`src/rtl/multicycle_control_unit_pkg.sv`:
```
// rtl/multicycle_control_unit_pkg.sv - shared types and constants for the multi-cycle control unit
//
// Purpose: opcode / instruction-class encodings, FSM state and PC-source
// enums, branch funct3 constants and the opcode-vs-class legality check.
package multicycle_control_unit_pkg;

    typedef enum logic [6:0] {
        LOAD     = 7'b0000011,
        LOAD_FP  = 7'b0000111,
        MISC_MEM = 7'b0001111,
        OP_IMM   = 7'b0010011,
        AUIPC    = 7'b0010111,
        STORE    = 7'b0100011,
        STORE_FP = 7'b0100111,
        OP       = 7'b0110011,
        LUI      = 7'b0110111,
        BRANCH   = 7'b1100011,
        JALR     = 7'b1100111,
        JAL      = 7'b1101111,
        SYSTEM   = 7'b1110011
    } instruction_format_type;

    typedef enum logic [2:0] {
        R_TYPE = 3'd0,
        I_TYPE = 3'd1,
        S_TYPE = 3'd2,
        B_TYPE = 3'd3,
        U_TYPE = 3'd4,
        J_TYPE = 3'd5
    } instruction_op_type;

    typedef enum logic [2:0] {
        IDLE = 3'd0,
        EXEC = 3'd1,
        MEM  = 3'd2,
        WB   = 3'd3,
        ERR  = 3'd4
    } ctrl_state_t;

    typedef enum logic [1:0] {
        PC_SEQ = 2'b00,
        PC_IMM = 2'b01,
        PC_REG = 2'b10
    } pc_src_t;

    localparam logic [2:0] F3_BEQ  = 3'b000;
    localparam logic [2:0] F3_BNE  = 3'b001;
    localparam logic [2:0] F3_BLT  = 3'b100;
    localparam logic [2:0] F3_BGE  = 3'b101;
    localparam logic [2:0] F3_BLTU = 3'b110;
    localparam logic [2:0] F3_BGEU = 3'b111;

    // op is the opcode with its low bits normalised to 2'b11, so compressed
    // encodings are checked against the same class table.
    function automatic logic class_matches(instruction_op_type ot, instruction_format_type op);
        case (ot)
            R_TYPE:  return op == OP;
            I_TYPE:  return op inside {LOAD, LOAD_FP, OP_IMM, JALR, SYSTEM, MISC_MEM};
            S_TYPE:  return op inside {STORE, STORE_FP};
            B_TYPE:  return op == BRANCH;
            U_TYPE:  return op inside {LUI, AUIPC};
            J_TYPE:  return op == JAL;
            default: return 1'b0;
        endcase
    endfunction

endpackage

```
`src/rtl/multicycle_control_unit_branch_compare.sv`:
```
// rtl/multicycle_control_unit_branch_compare.sv - combinational branch condition evaluator
//
// Purpose: decides whether a conditional branch is taken.
// Ports:
//   funct3_i  branch funct3
//   rs1_i     source operand 1
//   rs2_i     source operand 2
//   taken_o   1 = branch condition holds (funct3 010/011 never taken)
module multicycle_control_unit_branch_compare
    import multicycle_control_unit_pkg::*;
#(
    parameter int XLEN = 32
) (
    input  logic [2:0]      funct3_i,
    input  logic [XLEN-1:0] rs1_i,
    input  logic [XLEN-1:0] rs2_i,
    output logic            taken_o
);

    always_comb begin
        taken_o = 1'b0;
        case (funct3_i)
            F3_BEQ:  taken_o = (rs1_i == rs2_i);
            F3_BNE:  taken_o = (rs1_i != rs2_i);
            F3_BLT:  taken_o = ($signed(rs1_i) <  $signed(rs2_i));
            F3_BGE:  taken_o = ($signed(rs1_i) >= $signed(rs2_i));
            F3_BLTU: taken_o = (rs1_i <  rs2_i);
            F3_BGEU: taken_o = (rs1_i >= rs2_i);
            default: taken_o = 1'b0;
        endcase
    end

endmodule

```
`src/rtl/multicycle_control_unit.sv`:
```
// rtl/multicycle_control_unit.sv - multi-cycle RV32 control sequencer with memory handshake
//
// Purpose: steps each instruction through ACCEPT(IDLE), EXEC, MEM and WB,
// issuing registered control strobes and a req/ack data-memory handshake
// with a bounded wait.
// Ports:
//   clk, rst_n                 clock, asynchronous active-low reset
//   instr_valid / instr_ready  instruction handshake from the decoder
//   opcode, optype, funct3     decoded instruction fields
//   rs1_data, rs2_data         register operands, sampled in EXEC
//   mem_req/mem_we/mem_size    data-memory request, held until mem_ack
//   mem_ack                    memory completion
//   ctrl_*                     datapath / PC control
//   illegal_instr              sticky illegal-class flag
//   mem_timeout_err            sticky memory timeout flag
module multicycle_control_unit
    import multicycle_control_unit_pkg::*;
#(
    parameter int XLEN         = 32,
    parameter int MEM_WAIT_MAX = 255
) (
    input  logic                   clk,
    input  logic                   rst_n,
    input  logic                   instr_valid,
    output logic                   instr_ready,
    input  instruction_format_type opcode,
    input  instruction_op_type     optype,
    input  logic [2:0]             funct3,
    input  logic [XLEN-1:0]        rs1_data,
    input  logic [XLEN-1:0]        rs2_data,
    input  logic                   mem_ack,
    output logic                   mem_req,
    output logic                   mem_we,
    output logic [2:0]             mem_size,
    output logic                   ctrl_alu_src,
    output logic                   ctrl_mem2reg,
    output logic                   ctrl_reg_write,
    output logic                   ctrl_AUIPC_taken,
    output logic [1:0]             ctrl_pc_src,
    output logic                   ctrl_pc_update,
    output logic                   ctrl_prev_is_compressed,
    output logic                   illegal_instr,
    output logic                   mem_timeout_err
);

    localparam int CNT_W = $clog2(MEM_WAIT_MAX + 1);
    localparam logic [CNT_W-1:0] CNT_LAST = CNT_W'(MEM_WAIT_MAX - 1);

    ctrl_state_t            state_q;
    instruction_format_type opcode_q;
    instruction_op_type     optype_q;
    logic [2:0]             funct3_q;
    logic                   compressed_q;
    logic [CNT_W-1:0]       wait_cnt_q;

    logic       instr_ready_q;
    logic       mem_req_q;
    logic       mem_we_q;
    logic [2:0] mem_size_q;
    logic       alu_src_q;
    logic       mem2reg_q;
    logic       reg_write_q;
    logic       auipc_q;
    pc_src_t    pc_src_q;
    logic       pc_update_q;
    logic       illegal_q;
    logic       timeout_q;

    // Compressed encodings share the class table of their 32-bit forms.
    instruction_format_type opcode_base;
    assign opcode_base = instruction_format_type'({opcode[6:2], 2'b11});

    logic    branch_taken;
    logic    is_load_d;
    logic    is_store_d;
    logic    alu_src_d;
    pc_src_t pc_src_d;

    multicycle_control_unit_branch_compare #(
        .XLEN (XLEN)
    ) u_branch_compare (
        .funct3_i (funct3_q),
        .rs1_i    (rs1_data),
        .rs2_i    (rs2_data),
        .taken_o  (branch_taken)
    );

    always_comb begin
        is_load_d  = opcode_q inside {LOAD, LOAD_FP};
        is_store_d = opcode_q inside {STORE, STORE_FP};
        alu_src_d  = optype_q inside {I_TYPE, S_TYPE, U_TYPE};
        pc_src_d   = PC_SEQ;
        if (optype_q == B_TYPE) begin
            pc_src_d = branch_taken ? PC_IMM : PC_SEQ;
        end else if (opcode_q == JAL) begin
            pc_src_d = PC_IMM;
        end else if (opcode_q == JALR) begin
            pc_src_d = PC_REG;
        end
    end

    always_ff @(posedge clk or negedge rst_n) begin
        if (!rst_n) begin
            state_q       <= IDLE;
            opcode_q      <= instruction_format_type'(7'd0);
            optype_q      <= instruction_op_type'(3'd0);
            funct3_q      <= 3'd0;
            compressed_q  <= 1'b0;
            wait_cnt_q    <= '0;
            instr_ready_q <= 1'b1;
            mem_req_q     <= 1'b0;
            mem_we_q      <= 1'b0;
            mem_size_q    <= 3'd0;
            alu_src_q     <= 1'b0;
            mem2reg_q     <= 1'b0;
            reg_write_q   <= 1'b0;
            auipc_q       <= 1'b0;
            pc_src_q      <= PC_SEQ;
            pc_update_q   <= 1'b0;
            illegal_q     <= 1'b0;
            timeout_q     <= 1'b0;
        end else begin
            // Strobes are single-cycle unless re-asserted below.
            reg_write_q <= 1'b0;
            pc_update_q <= 1'b0;

            case (state_q)
                IDLE: begin
                    if (instr_valid) begin
                        opcode_q      <= opcode_base;
                        optype_q      <= optype;
                        funct3_q      <= funct3;
                        compressed_q  <= (opcode[1:0] != 2'b11);
                        instr_ready_q <= 1'b0;
                        if (class_matches(optype, opcode_base)) begin
                            state_q <= EXEC;
                        end else begin
                            state_q   <= ERR;
                            illegal_q <= 1'b1;
                        end
                    end
                end

                EXEC: begin
                    alu_src_q  <= alu_src_d;
                    auipc_q    <= (opcode_q == AUIPC);
                    mem2reg_q  <= is_load_d;
                    pc_src_q   <= pc_src_d;
                    mem_we_q   <= is_store_d;
                    mem_size_q <= (is_load_d || is_store_d) ? funct3_q : 3'd0;
                    if (is_load_d || is_store_d) begin
                        state_q    <= MEM;
                        mem_req_q  <= 1'b1;
                        wait_cnt_q <= '0;
                    end else if (optype_q == B_TYPE) begin
                        state_q       <= IDLE;
                        pc_update_q   <= 1'b1;
                        instr_ready_q <= 1'b1;
                    end else begin
                        state_q     <= WB;
                        reg_write_q <= 1'b1;
                        pc_update_q <= 1'b1;
                    end
                end

                MEM: begin
                    // An ack in the final allowed cycle still completes normally.
                    if (mem_ack) begin
                        mem_req_q  <= 1'b0;
                        wait_cnt_q <= '0;
                        if (mem_we_q) begin
                            state_q       <= IDLE;
                            pc_update_q   <= 1'b1;
                            instr_ready_q <= 1'b1;
                        end else begin
                            state_q     <= WB;
                            reg_write_q <= 1'b1;
                            pc_update_q <= 1'b1;
                        end
                    end else if (wait_cnt_q == CNT_LAST) begin
                        state_q    <= ERR;
                        mem_req_q  <= 1'b0;
                        timeout_q  <= 1'b1;
                        wait_cnt_q <= wait_cnt_q + CNT_W'(1);
                    end else begin
                        wait_cnt_q <= wait_cnt_q + CNT_W'(1);
                    end
                end

                WB: begin
                    state_q       <= IDLE;
                    instr_ready_q <= 1'b1;
                end

                ERR: begin
                    instr_ready_q <= 1'b0;
                    mem_req_q     <= 1'b0;
                end

                default: begin
                    state_q       <= ERR;
                    instr_ready_q <= 1'b0;
                end
            endcase
        end
    end

    assign instr_ready             = instr_ready_q;
    assign mem_req                 = mem_req_q;
    assign mem_we                  = mem_we_q;
    assign mem_size                = mem_size_q;
    assign ctrl_alu_src            = alu_src_q;
    assign ctrl_mem2reg            = mem2reg_q;
    assign ctrl_reg_write          = reg_write_q;
    assign ctrl_AUIPC_taken        = auipc_q;
    assign ctrl_pc_src             = pc_src_q;
    assign ctrl_pc_update          = pc_update_q;
    assign ctrl_prev_is_compressed = compressed_q;
    assign illegal_instr           = illegal_q;
    assign mem_timeout_err         = timeout_q;

endmodule

```
`config.mk`:
```
export PLATFORM = sky130hd
export DESIGN_NAME = multicycle_control_unit
export DESIGN_NICKNAME = d
export VERILOG_FILES = /design/src/rtl/multicycle_control_unit_pkg.sv /design/src/rtl/multicycle_control_unit_branch_compare.sv /design/src/rtl/multicycle_control_unit.sv
export SDC_FILE = /design/constraint.sdc
export NUM_CORES = 1
export LEC_CHECK = 0
export ABC_AREA = 1
export BUFFER_PORTS_ARGS = -buffer_cell sky130_fd_sc_hd__buf_4
export CORE_MARGIN = 4
export CORE_UTILIZATION = 35
export CTS_BUF_LIST = sky130_fd_sc_hd__clkbuf_4 sky130_fd_sc_hd__clkbuf_8
export DETAILED_ROUTE_END_ITERATION = 7
export GPL_ROUTABILITY_DRIVEN = 0
export GPL_TIMING_DRIVEN = 1
export PLACE_DENSITY = 0.61
export SETUP_SLACK_MARGIN = 0.4
export SLEW_MARGIN = 25
export SYNTH_ARGS = -nofsm -noshare
export SYNTH_HDL_FRONTEND = slang
export SYNTH_SLANG_ARGS = --single-unit
export TNS_END_PERCENT = 10
```
`constraint.sdc`:
```
create_clock -name clk -period 3.5 [get_ports clk]
set_input_delay 0.35 -clock clk [delete_from_list [all_inputs] [get_ports clk]]
set_output_delay 0.35 -clock clk [all_outputs]
set_load 0.005 [all_outputs]
```
* Yosys cells after proc, flatten, opt, wreduce, memory -nomap -nowiden
Cells that the tools add are included.
Word-level totals: bits in registers 40, input port bits 81, logic and storage cells 132
Cells by class: $add $sub $neg 1, magnitude comparators 4, eq/ne operators 48, multiplexer cells 38, bitwise logic cells 3, reduce and logical (&&, ||, !) cells 20
Operators with widths (number):
- >= comparator 32 bit | 2
- < comparator 32 bit | 2
- == test 32 bit | 1
- != test 32 bit | 1
- == test 3 bit (second input constant) | 8
- == test 5 x 4 -> 1 bit (second input constant) | 4
- == test 5 bit (second input constant) | 4
- == test 3 x 2 -> 1 bit (second input constant) | 6
- 2-to-1 mux 1 bit | 17
- 2-to-1 mux 8 bit | 2
- one-hot mux 8 bit (2 select lines) | 1
- 2-to-1 mux 3 bit | 5
- one-hot mux 3 bit (5 select lines) | 1
- == test 7 x 6 -> 1 bit (second input constant) | 2
- == test 7 bit (second input constant) | 2
- != test 2 bit (second input constant) | 7
- == test 3 x 1 -> 1 bit (second input constant) | 4
- 2-to-1 mux 2 bit | 6
- one-hot mux 1 bit (6 select lines) | 2
- AND reduction 3 bit | 4
- == test 5 x 3 -> 1 bit (second input constant) | 2
- nonzero test 2 bit | 5
- logical NOT 3 bit | 3
- adder 8 x 1 -> 8 bit (second input constant) | 1
- 17 further kinds | 22

* Logic depth before layout (Yosys ltp)
depth in word-level cells 8, mapped depth 17, depth with buffers taken out 17

* Cells and area by module
From an unflattened synthesis, not the netlist that was laid out.
Second synthesis, totals: cell total of the unflattened synthesis 395, area total of the unflattened synthesis 2902.8 µm²
By module, submodules not included:
- multicycle_control_unit | instances 1, cells each 229, area an instance 1928.1 µm²
- multicycle_control_unit_branch_compare | instances 1, cells each 166, area an instance 974.7 µm²

* Worst setup path after synthesis
No wires, ideal clock.
path type input-to-reg, from input rs2_data[31], to register pc_src_q[0], in the netlist ctrl_pc_src[0], setup time 122 ps, data arrival time 1615 ps, required time 3378 ps, setup slack 1763 ps, stages 13, path buffers 0, path through inv_1 ha_1 a21oi_1 o21a_1 nand2_1 a21oi_1 nand3_1 nand2_1 inv_1 nor2_1 nand3_1 nand2_1 a21oi_1
Between the ends: longest elaborated chain between the ends 4
RTL lines:
- from (decl) | RTL line multicycle_control_unit.sv:30 | input logic [XLEN-1:0] rs2_data,
- >= comparator 32 bit, or another cell as far along | RTL line multicycle_control_unit_branch_compare.sv:28 | F3_BGEU: taken_o = (rs1_i >= rs2_i);
- one-hot mux 1 bit (6 select lines) (*) | RTL line multicycle_control_unit_branch_compare.sv:22 | case (funct3_i)
- 2-to-1 mux 1 bit (*) | RTL line multicycle_control_unit.sv:94 | pc_src_d = branch_taken ? PC_IMM : PC_SEQ;
- 2-to-1 mux 2 bit (*) | RTL line multicycle_control_unit.sv:93 | if (optype_q == B_TYPE) begin
- to (signal assigned) | RTL line multicycle_control_unit.sv:148 | pc_src_q <= pc_src_d;
- to (decl) | RTL line multicycle_control_unit.sv:64 | pc_src_t pc_src_q;
Mark *: on every way between the ends. The rest lies on a longest branch, timed or not. A chain may end at the register's enable or synchronous reset.

* Worst setup path after layout
from register state_q[2], to register state_q[0]
Between the ends: longest elaborated chain between the ends 3
RTL lines:
- from (decl) | RTL line multicycle_control_unit.sv:49 | ctrl_state_t state_q;
- from (signal assigned) | RTL line multicycle_control_unit.sv:104 | state_q <= IDLE;
- from (signal assigned) | RTL line multicycle_control_unit.sv:136 | state_q <= EXEC;
- from (signal assigned) | RTL line multicycle_control_unit.sv:138 | state_q <= ERR;
- == test 3 x 2 -> 1 bit, or another cell as far along | RTL line multicycle_control_unit.sv:127 | case (state_q)
- != test 3 bit (no source line), or another cell as far along
- AND reduction 3 bit (no source line)
Parallel ways exist; a longest one is shown, timed or not.

==> flow_metrics.py <==
metrics = {
    "timing": {
        "skew_ns": 0.00751,
        "min_period_ns": 1.84,
        "setup-violations-final": 0,
        "finalHoldViolations": 0,
        "slew_viol_final": 0,
        "tightest_slew_ns": 0.491,
        "tns_ns": 0,
        "grt_setup_unrepaired": "no",
        "max_freq_ghz": 0.545,
        "period_share": 0.525,
        "max_slew_margin": 0.673,
        "timing.hold.ws_ns": 0.0206,
    },
    "floorplanning": {
        "die-area_um2": 9530,
        "die_w_um": 97.6,
        "core_area_um2": 7770,
        "io_pins": 97,
        "start_util": 0.362,
        "row_count": 32,
        "die_h_um": 97.6,
    },
    "worst_hold_path": {
        "hp-class": "input pin to async pin",
    },
    "finish": {
        "synthToLayoutAreaGrowth_pct": 33.1,
        "num_antenna_cells": 0,
        "nNetsFinal": 598,
        "drive_above_1_share": 0.244,
    },
    "synth": {
        "syn_area_um2": 2810,
        "synth-simple-area-share": 0.234,
        "synthCells": 382,
        "syn_area_per_cell_um2": 7.36,
        "muxShareOfSynthArea": 0,
        "synth_top_family_by_area": "simple AND/OR/NAND/NOR gates",
        "yosysUniqueCellTypes": 35,
        "synth_xor_area_frac": 0.00623,
        "seq_area_frac_synth": 0.348,
        "synthAdderAreaFrac": 0.151,
        "synth_warnings": 0,
        "synth_top_cell_area_share": 0.338,
        "synth_nets": 497,
        "synth-async-reset-ratio": 1.00,
        "synth_edf_count": 0,
        "synthTopCellsByArea": "dfrtp_1 (34%), ha_1 (15%), inv_1 (11%), nand2_1 (11%), o21ai_0 (5.9%)",
        "ys_ff_latch": 39,
        "yosysTopAreaCell": "dfrtp_1",
        "synth_compound_area_frac": 0.140,
        "synth_ff_type": "dfrtp_1",
        "synth_top_cells_by_count": "inv_1 (83), nand2_1 (83), dfrtp_1 (38)",
    },
    "route": {
        "drc": 0,
        "drtIter0Drc": 90,
        "wl_per_cell_um": 11.3,
        "routed_via_density": 4.59,
        "dr.pass1.iters": 4,
        "antenna_left": 0,
        "wl_um": 6620,
        "via_count": 2692,
    },
    "clocking": {
        "cts_tree": "done",
        "cts_setup_buffers": 0,
        "clk_latency_ns": 0.29,
        "cts_inserted_buffers": 5,
        "clock_path_buffers": 2,
        "ctsHoldBuffers": 0,
        "cts_sinks": 39,
        "cts-htree-levels": 2,
        "clkTransAtPathRegs_ns": 0.07,
        "cts_resized": 0,
        "ctsRootBufferMaster": "clkbuf_8",
    },
    "power": {
        "p_leak_uw": 0.00209,
        "ir_worst_vdd_uv": 210,
        "power_density_nw_per_um2": 349,
        "total_power_uw": 1310,
    },
    "global_route": {
        "antenna_found_initial": 0,
        "grt_pass1_wl_um": 11800,
        "overflow": 0,
        "grt_pass1_vias": 2654,
        "grt_max_degree": 40,
        "grt.total_usage": 0.147,
    },
    "setup_path": {
        "path_max_fanout": 11,
        "r2r_slack_ns": 1.66,
        "cp.arrival_ns": 2.03,
        "crit_required_ns": 3.69,
        "path_class": "register to register",
        "crit_path_end_kind": "register",
        "cp-start-kind": "register",
    },
    "job": {
        "max-cap-violations": 0,
    },
    "placed_design": {
        "portBuffers": 96,
        "dp_hpwl_um": 5530,
    },
    "status": {
        "outcome": "complete, no violations",
    },
}
-- routing by layer --
metal | global-route usage | up-vias | part of all wire
met3 | 0.0380 | 8 | 0.074
met1 | 0.184 | 1176 | 0.45
met5 | 0 | - | 0
met4 | 0.0383 | 0 | 0.012
li1 | - | 1427 | -
met2 | 0.251 | 81 | 0.46
-- cell type report --
type | count | area, um2
fill | 787 | 4030
multi-input combinational | 254 | 1490
sequential | 39 | 977
timing repair buffer | 97 | 728
inverter | 86 | 323
tap | 102 | 128
clock buffer | 8 | 91.3
-- through the flow --
stage	setup WS [ns]	instances	util	area, um2
global placement	1.53	578	0.470	3650
finish	1.66	586	0.482	3740
CTS	1.62	586	0.482	3740
detailed placement	1.47	578	0.470	3650
floorplan	1.76	382	-	2810
global route	1.46	586	0.482	3740
-- where the power goes --
group	internal [uW]	switching, uW	total, uW
clock network	165	147	311
logic	188	221	409
registers	533	52.7	586
total	886	420	1310
-- logic make-up after synthesis --
| kind of cell | after synthesis |
|---|---|
| compound gates | 70 |
| xor+xnor | 2 |
| fa+ha+maj | 34 |
| buf+inv | 89 |
| flops | 39 |
| simple gates | 148 |
-- layout by cell type (no fill, tap or decap), types with 2 or more instances in the layout --
master     n
buf_4     97
inv_1     83
nand2_1   83
dfrtp_1   38
ha_1      34
o21ai_0   33
nor2_1    24
a21oi_1   21
nand3_1   16
nand4_1    7
nor3_1     7
clkbuf_8   5
nor3_2     3
o21a_1     3
clkbuf_4   3
o21bai_1   2
o21ai_1    2
nor2_2     2
or2_2      2
inv_2      2
xor2_1     2
-- flip-flops by register name (all words and copies together) (netlist names), 2 cells and up --
name,flops
funct3_q,3
wait_cnt_q,8
ctrl_pc_src,2
state_q,3
optype_q,3
opcode_q,6
mem_size,3
-- worst paths after layout --
check / start / end / cells past startpoint
max: state_q[2] / state_q[0] / 5
min: rst_n / wait_cnt_q[6] / 1
max reg2reg: state_q[2] / state_q[0] / 5
min reg2reg: illegal_instr / illegal_instr / 1
max in group asynchronous: rst_n / instr_ready / 1
min in group clk: funct3[2] / funct3_q[2] / 3
-- critical path, stage by stage, from the launching register on --
cell      delay [ns]
dfrtp_1         0.48
nor3_4          0.30
inv_1           0.24
nor2_1          0.31
a21oi_1         0.16
a211oi_1        0.25
Power figures use the tool's default switching activity.
